File: config.mk
export PLATFORM = sky130hd
export DESIGN_NAME = spi_receiver
export DESIGN_NICKNAME = d
export VERILOG_FILES = /design/src/rtl/spi_receiver.sv
export SDC_FILE = /design/constraint.sdc
export NUM_CORES = 1
export LEC_CHECK = 0
export ABC_CLOCK_PERIOD_IN_PS = 4200
export CORE_MARGIN = 1.5
export CORE_UTILIZATION = 40
export DETAILED_ROUTE_END_ITERATION = 7
export DONT_BUFFER_PORTS = 1
export GPL_TIMING_DRIVEN = 0
export PLACE_DENSITY = 0.51
export REMOVE_ABC_BUFFERS = 1
export SLEW_MARGIN = 10
export SYNTH_ARGS = -nofsm -noshare
export SYNTH_HDL_FRONTEND = slang
export SYNTH_SLANG_ARGS = --single-unit
File: constraint.sdc
create_clock -name clk -period 4.2 [get_ports clk]
set_input_delay 0.63 -clock clk [delete_from_list [all_inputs] [get_ports clk]]
set_output_delay 0.63 -clock clk [all_outputs]
set_load 0.01 [all_outputs]
File: src/rtl/spi_receiver.sv
// SPI slave byte receiver: synchronises spi_clk/spi_data into clk, assembles
// MSB-first bytes and hands them out over a valid/ready register with overrun and timeout flags.
module spi_receiver #(
  parameter int unsigned TIMEOUT_CYCLES = 64
) (
  input  logic       clk,
  input  logic       rst,
  input  logic       spi_clk,
  input  logic       spi_data,
  output logic [7:0] data_out,
  output logic       data_valid,
  input  logic       data_ready,
  output logic       overrun,
  input  logic       overrun_clr,
  output logic       frame_error,
  output logic       busy
);

  localparam int unsigned CNT_W  = 3;
  localparam int unsigned IDLE_W = 16;

  typedef enum logic {IDLE = 1'b0, RECV = 1'b1} state_t;

  state_t              r_state;
  state_t              w_state_nxt;
  logic                r_sclk_s1, r_sclk_s2, r_sclk_s3;
  logic                r_sdat_s1, r_sdat_s2;
  logic [CNT_W-1:0]    r_bit_cnt;
  logic [7:0]          r_shift;
  logic [IDLE_W-1:0]   r_idle_cnt;
  logic                w_rise;
  logic                w_byte_done;
  logic                w_timeout;
  logic                w_accept;
  logic [7:0]          w_byte;

  // spi_clk resets high so releasing rst with an idle bus yields no edge
  always_ff @(posedge clk or posedge rst) begin
    if (rst) begin
      r_sclk_s1 <= 1'b1;
      r_sclk_s2 <= 1'b1;
      r_sclk_s3 <= 1'b1;
      r_sdat_s1 <= 1'b0;
      r_sdat_s2 <= 1'b0;
    end else begin
      r_sclk_s1 <= spi_clk;
      r_sclk_s2 <= r_sclk_s1;
      r_sclk_s3 <= r_sclk_s2;
      r_sdat_s1 <= spi_data;
      r_sdat_s2 <= r_sdat_s1;
    end
  end

  assign w_rise      = r_sclk_s2 & ~r_sclk_s3;
  assign w_byte_done = w_rise && (r_bit_cnt == CNT_W'(7));
  assign w_timeout   = (r_state == RECV) && !w_rise &&
                       (r_idle_cnt >= IDLE_W'(TIMEOUT_CYCLES));
  assign w_accept    = data_valid & data_ready;
  assign w_byte      = {r_shift[6:0], r_sdat_s2};

  always_ff @(posedge clk or posedge rst) begin
    if (rst) r_state <= IDLE;
    else     r_state <= w_state_nxt;
  end

  always_comb begin
    w_state_nxt = r_state;
    case (r_state)
      IDLE:    if (w_rise) w_state_nxt = RECV;
      RECV:    if (w_byte_done || w_timeout) w_state_nxt = IDLE;
      default: w_state_nxt = IDLE;
    endcase
  end

  // Bit assembly and inactivity timer
  always_ff @(posedge clk or posedge rst) begin
    if (rst) begin
      r_bit_cnt   <= '0;
      r_shift     <= '0;
      r_idle_cnt  <= '0;
      frame_error <= 1'b0;
      busy        <= 1'b0;
    end else begin
      if (w_timeout)   r_bit_cnt <= '0;
      else if (w_rise) r_bit_cnt <= r_bit_cnt + CNT_W'(1);
      if (w_rise) r_shift <= w_byte;
      if ((r_state == RECV) && !w_rise && !w_timeout)
        r_idle_cnt <= r_idle_cnt + IDLE_W'(1);
      else
        r_idle_cnt <= '0;
      frame_error <= w_timeout;
      busy        <= (w_state_nxt == RECV);
    end
  end

  // Output holding register: a completed byte loads only if the slot is free or being freed
  always_ff @(posedge clk or posedge rst) begin
    if (rst) begin
      data_out   <= '0;
      data_valid <= 1'b0;
      overrun    <= 1'b0;
    end else begin
      if (w_byte_done && (!data_valid || w_accept)) begin
        data_out   <= w_byte;
        data_valid <= 1'b1;
      end else if (w_accept) begin
        data_valid <= 1'b0;
      end
      if (w_byte_done && data_valid && !w_accept) overrun <= 1'b1;
      else if (overrun_clr)                        overrun <= 1'b0;
    end
  end

endmodule

[After elaboration in Yosys (flattened, before gate mapping)]
Index checks and enable logic that the tools add are counted.
Cells by class
  multiplexer cells: 10
  add/sub/neg operators: 2
  reduce and logical (&&, ||, !) cells: 16
  eq/ne operators: 1
  order comparisons: 1
  bitwise gates (word level): 4
Operator list (count)
  adder 16 x 1 -> 16 bit (second input constant): 1
  >= comparator 16 x 7 -> 1 bit (second input constant): 1
  2-to-1 mux 16 bit: 1
  logical AND 1 bit: 7
  2-to-1 mux 1 bit: 6
  2-to-1 mux 3 bit: 2
  nonzero test 2 bit: 3
  logical NOT 1 bit: 4
  adder 3 x 1 -> 3 bit (second input constant): 1
  equality test 3 bit (second input constant): 1
  AND 1 bit: 2
  logical OR 1 bit: 2
  NOT 1 bit: 2
  case mux 1 bit (2 select lines): 1
Word-level totals
  register bits after elaboration: 43

[Logic depth before layout (Yosys ltp)]
Gate-level depths: netlist of the first run.
  depth in word-level cells: 8
  mapped depth: 5

[Worst setup path after synthesis of the first run]
No wires, ideal clock.
  kind: input -> register
  start: input port data_ready
  end: register data_out[0]
  slack: 2.728 ns
  data arrival time: 1.347 ns
  path buffers: 1
  library setup time: 0.125 ns
  stages on the path: 4
  data required time: 4.075 ns
  path through: nand2b_1 > and3_1 > buf_6 > mux2_2
Between the ends
  cells in the longest elaborated chain, start to end: 3
Ends and longest elaborated chain
  start: declaration: RTL line 12  | input logic data_ready,
  AND 1 bit: RTL line 58  | assign w_accept = data_valid & data_ready;
  logical OR 1 bit: RTL line 103  | if (w_byte_done && (!data_valid || w_accept)) begin
  logical AND 1 bit: RTL line 103
  end signal: assignment: RTL line 104  | data_out <= w_byte;
  end: declaration: RTL line 10  | output logic [7:0] data_out,
Every way passes these cells.
A chain may end at the register's enable or synchronous reset.

[Final worst setup path of the first run]
  start: register r_sclk_s2
  end: register data_out[0]
Between the ends
  cells in the longest elaborated chain, start to end: 3
Ends and longest elaborated chain
  start: declaration: RTL line 26  | logic r_sclk_s1, r_sclk_s2, r_sclk_s3;
  start signal: assignment: RTL line 47  | r_sclk_s2 <= r_sclk_s1;
  AND 1 bit: RTL line 54  | assign w_rise = r_sclk_s2 & ~r_sclk_s3;
  logical AND 1 bit: RTL line 55  | assign w_byte_done = w_rise && (r_bit_cnt == CNT_W'(7));
  logical AND 1 bit: RTL line 103
Every way passes these cells.

==> run metrics, run 1 <==
Pwr per Cell Area=~470 nW/um^2; Resize count post-CTS=0; setup bufs post-CTS=0; sequential-to-total area share from yosys stat=0.674; post-synthesis cell area=1600 sq um; starting density of the core=0.428; Detailed Routing Iterations Pass 1=4; Hold Buf Count CTS=0; ant diodes=0; number of max-cap violations=0; actual slew at the worst max-slew pin=about 0.55 ns; PortBufs=0; total die area=4400 sq um; Bufs and invs on worst path=0; Static Leak=~0.85 nW; cell area after layout=between 1500 and 2000 sq um; CTS Buf Count=5; post-synthesis cell count=~130; Hold WC Path Type=input port to async pin; pin count of the biggest net entering global routing=28; r2r startpoint=r_sclk_s2; WS Path Type=register to register; most frequent cells in the layout=dfrtp_1 (40), nand2_1 (28), conb_1 (9); GR Overflow Total=0; CTS tree=built; Critical Path Slowest Stage Cell=dfstp_2; crit path cell chain=nor2b_2 -> and3_1 -> mux2_2; CP required=roughly 4.4 ns; core footprint=~3700 sq um; Worst-Skew Late Latency=0.29 ns; share of layout cells above drive strength 1=0.165; fill count=360; DRT iter0 DRCs=62; RSZ-0062 raised after global routing=no; Clock Sinks=between 40 and 50; root buffer cell=clkbuf_8; Yosys cell types=27; DP Worst Slack=roughly 2.2 ns; Synth-to-Final Area Change=11.1%; wire per inst=~13 um; final hold vios=0; DIE HEIGHT=around 66 um; clock slew at reported path FFs=0.08 ns; final wirelength=~2400 um; I/O pin cnt=18; vias per cell=4.75; startpoint type of the worst setup path=register; Period minus WS final=around 2 ns; total negative slack=0 ns; Post-synth top flop=dfrtp_1; Layout Nets=roughly 150; clock skew=about 0.0073 ns; Post-DP Area=between 1500 and 2000 sq um; DP HPWL=~1600 um; Total GRT Usage=0.134; syn_area_per_cell=12.7 sq um; worst path arrival time=roughly 2.2 ns; Layout Utilization=0.476; status=finished clean; family with the most delay on the worst path=simple AND/OR/NAND/NOR gates; routability cong.=0.709; Final setup violation count=0; Pins Over Slew Limit=0; top-area cell type share of the netlist area=0.625; FMAX=just under 500 MHz; Slew HR=0.629; Synth area leaders=dfrtp_1 (62%), nand2_1 (6.6%), mux2_2 (5.6%); Worst VDD drop=between 200 and 300 uV; Seq cells post-synth=43; Crit Path Max Fanout=12; worst reg2reg setup slack=about 2.2 ns; vias in the first global route=975; Cell Rows=22; Routed Antenna Nets=0; vias=around 900; Tcrit/Tclk final=0.484; Post-synth EDFFs=0; level count of the clock H-tree=2; first-pass GRT wire length=approximately 4300 um; Critical Path End Type=register; antenna violations before repair=0; Die X-Extent=about 66 um; slowest cell delay on critical path=0.54 ns; crit path from=r_sclk_s2; cell taking the most area after synthesis=dfrtp_1; fin worst setup slack=about 2.2 ns; asr flop ratio synth=1.00; synthesis warning total=0; drt drc=0; commonest non-fill, non-tap cell in the layout=dfrtp_1; clock tree buffer depth=2
-- path summary, 6_finish.rpt --
path,end,cells after the start
worst min register to register,r_sdat_s2,0
worst min-delay path,r_idle_cnt[6],1
max in group asynchronous,r_sclk_s2,2
worst max register to register,data_out[0],3
worst max-delay path,data_out[0],3
min in group clk,r_sclk_s1,0
-- cells by family (layout without fill, tap and decap cells) --
| group | count (synthesis) | after routing | synth area share |
|---|---|---|---|
| DFF | 43 | 43 | 0.674 |
| and+or+nand+nor | 46 | 46 | 0.133 |
| muxes | 10 | 10 | 0.0687 |
| buffers and inverters | 9 | 14 | 0.0320 |
| AOI/OAI and AO/OA | 9 | 9 | 0.0375 |
| other | 1 | 9 | 0.00234 |
| adders and majority gates | 4 | 4 | 0.0312 |
| xor gates and xnor gates | 4 | 4 | 0.0219 |
-- cell usage after synthesis (2+ instances only) --
master / instances
dfrtp_1: 40
nand2_1: 28
mux2_2: 8
inv_1: 5
nor3_1: 5
ha_1: 4
a31oi_1: 3
dfstp_2: 3
o21ai_0: 3
buf_2: 2
buf_6: 2
mux2i_1: 2
nand2b_1: 2
nand3_1: 2
nor4_1: 2
or3_1: 2
xnor2_1: 2
xor2_1: 2
-- layout make-up --
cell class	instances	area, sq um	share of cell area
tap	48	60.1	0.0337
clock buffer	8	100	0.0562
inverter	5	18.8	0.0105
multi-input combinational	82	502	0.282
timing repair buffer	1	20.0	0.0112
sequential	43	1080	0.606
-- worst register-to-register path, delay by kind of cell, from the launching register on --
family           cells  cell delay, ns
multiplexers         1            0.38
AND/OR/NAND/NOR      2            1.00
flip-flops           1            0.54
-- report_power, final --
part,switching (mW),internal (mW),leakage [nW]
logic,0.0350,0.0338,0.241
clock network,0.127,0.150,0.0515
registers,0.0346,0.460,0.553
total,0.197,0.643,0.846
-- routing by layer --
metal | global-route usage | vias to the layer above | share of wire
li1 | - | 430 | -
met1 | 0.159 | 430 | 0.48
met2 | 0.213 | 21 | 0.44
met3 | 0.0426 | 7 | 0.059
met4 | 0.0765 | 0 | 0.021
met5 | 0 | - | 0
-- metrics by stage --
step	cells	power, mW	hold slack [ns]
3_5_place_dp	179	0.573	0.339
4_1_cts	187	0.856	0.196
5_1_grt	187	0.887	0.215
3_3_place_gp	178	0.565	0.342
2_1_floorplan	130	0.552	0.331
6_report	187	0.840	0.191
-- state kept, by name, summed over array words and instances (netlist names), 3 cells and up --
name,cells
r_shift,7
data_out,8
r_bit_cnt,3
r_idle_cnt,16
(Power assumes the default switching activity.)
==> run 2, diff against run 1 <==
Settings changed: ABC_CLOCK_PERIOD_IN_PS 4200 to 2000.
Clock period 4.2 ns to 2 ns, I/O delays scaled along.
==> run 2 against run 1 <==
- die area unchanged
- sequential share of layout area down 0.88 points
- maximum frequency up 17%
- largest cell class unchanged
- largest power group unchanged
==> run metrics, run 2 (synthesis gave the netlist of run 1 again) <==
status=finished clean; cell area after layout=1810 sq um (+1.5%); clock slew at reported path FFs=0.07 ns (about the same); Die X-Extent=66.3 um (unchanged); root buffer cell=clkbuf_8; ant diodes=0 (unchanged); routability cong.=0.709 (unchanged); total negative slack=0 ns (unchanged); clock skew=0.00740 ns (+0.0000488 ns); pin count of the biggest net entering global routing=28 (unchanged); Critical Path End Type=register; drt drc=0 (unchanged); Critical Path Slowest Stage Cell=dfstp_2; FMAX=578 MHz (+17%); slowest cell delay on critical path=0.55 ns (about the same); vias=894 (+0.68%); wire per inst=12.6 um (-1.0%); Hold WC Path Type=input port to register; I/O pin cnt=18 (unchanged); RSZ-0062 raised after global routing=no; final wirelength=2370 um (about the same); Layout Nets=150 (+1.4%); DP HPWL=1580 um (unchanged); Final setup violation count=0 (unchanged); Clock Sinks=43 (unchanged); Bufs and invs on worst path=0 (unchanged); commonest non-fill, non-tap cell in the layout=dfrtp_1; Layout Utilization=0.483 (+0.00702); total power=1.77 mW (+110%); Routed Antenna Nets=0 (unchanged); Detailed Routing Iterations Pass 1=4 (unchanged); vias per cell=4.73 (-0.39%); Worst-Skew Late Latency=0.29 ns (about the same); CP required=2.17 ns (-2.20 ns); Largest regs=r_idle_cnt: 16 flops, data_out: 8 flops, r_shift: 7 flops; WS Path Type=register to register; vias in the first global route=981 (+0.62%); starting density of the core=0.428 (unchanged); startpoint type of the worst setup path=register; Tcrit/Tclk final=0.865 (+0.381); fill count=360 (unchanged); GR Overflow Total=0 (unchanged); total die area=4400 sq um (unchanged); first-pass GRT wire length=4310 um (+0.33%); number of max-cap violations=0 (unchanged); DIE HEIGHT=66.3 um (unchanged); Synth-to-Final Area Change=12.7%; CTS tree=built; Crit Path Max Fanout=12 (unchanged); level count of the clock H-tree=2 (unchanged); Cell Rows=22 (unchanged); max FFs per register=16 (unchanged); Pins Over Slew Limit=0 (unchanged); final hold vios=0 (unchanged); share of layout cells above drive strength 1=0.170 (+0.00475); worst path arrival time=1.90 ns (-0.30 ns); Worst VDD drop=571 uV (+110%); CTS Buf Count=5 (unchanged); fin worst setup slack=0.270 ns (-1.90 ns); DP Worst Slack=-0.0155 ns (-2.20 ns); Post-DP Area=1680 sq um (unchanged); DRT iter0 DRCs=66 (+6.5%); Pwr per Cell Area=978 nW/um^2 (+110%); antenna violations before repair=0 (unchanged); Total GRT Usage=0.134 (+0.000364); PortBufs=0 (unchanged); Period minus WS final=1.73 ns (-0.301 ns); core footprint=3740 sq um (unchanged); crit path cell chain=nor2b_4 -> and3_2 -> mux2_2; setup bufs post-CTS=0 (unchanged); family with the most delay on the worst path=simple AND/OR/NAND/NOR gates; most frequent cells in the layout=dfrtp_1 (40), nand2_1 (28), conb_1 (9); clock tree buffer depth=2 (unchanged); Top reg by flops=r_idle_cnt; Static Leak=0.858 nW (+1.4%)
run 2: final cells by class:
| type | instances | area, sq um | share of cell area |
|---|---|---|---|
| Sequential cell | 43 | 1080 | 0.598 |
| Multi-Input combinational cell | 82 | 508 | 0.281 |
| Clock buffer | 8 | 100 | 0.0554 |
| Tap cell | 48 | 60.1 | 0.0332 |
| Timing Repair Buffer | 3 | 40.0 | 0.0222 |
| Inverter | 5 | 18.8 | 0.0104 |
run 2: worst paths after layout:
| check | from | endpoint | slack [ns] | cells after the start |
|---|---|---|---|---|
| setup / recovery | r_sclk_s2 | data_out[0] | 0.27 | 3 |
| hold / removal | spi_data | r_sdat_s1 | 0.04 | 0 |
| setup reg to reg | r_sclk_s2 | data_out[0] | 0.27 | 3 |
| hold reg to reg | r_sdat_s1 | r_sdat_s2 | 0.35 | 0 |
| max in group asynchronous | rst | r_sclk_s2 | 1.03 | 3 |
| min in group asynchronous | rst | r_idle_cnt[6] | 0.44 | 2 |
run 2: timing repair:
action / 4_1_cts / 5_1_grt
pin swaps: 0 / 0
setup endpoints to repair: 8 / 8
hold buffers: 2 / 0
resized for setup: 1 / 1
hold endpoints to repair: 17 / 0
run 2: worst register-to-register path, cell delays in order (launching register included):
cell and delay, ns:
dfstp_2 0.55, nor2b_4 0.32, and3_2 0.39, mux2_2 0.36
run 2: where the power goes:
part           switching [mW]  total (mW)  internal (mW)
Clock                   0.267       0.582          0.315
Sequential             0.0731        1.04          0.965
Combinational          0.0733       0.147         0.0740
Total                   0.413        1.77           1.35
run 2: per-layer routing:
metal,share of wire,track usage
met5,0,0
met4,0.023,0.0765
met3,0.054,0.0426
met2,0.44,0.214
met1,0.48,0.159
run 2: metrics by stage:
stage          cells  hold WS [ns]
3_3_place_gp     178         0.305
2_1_floorplan    130         0.304
4_1_cts          189        0.0283
3_5_place_dp     179         0.186
6_report         189        0.0400
5_1_grt          189        0.0161
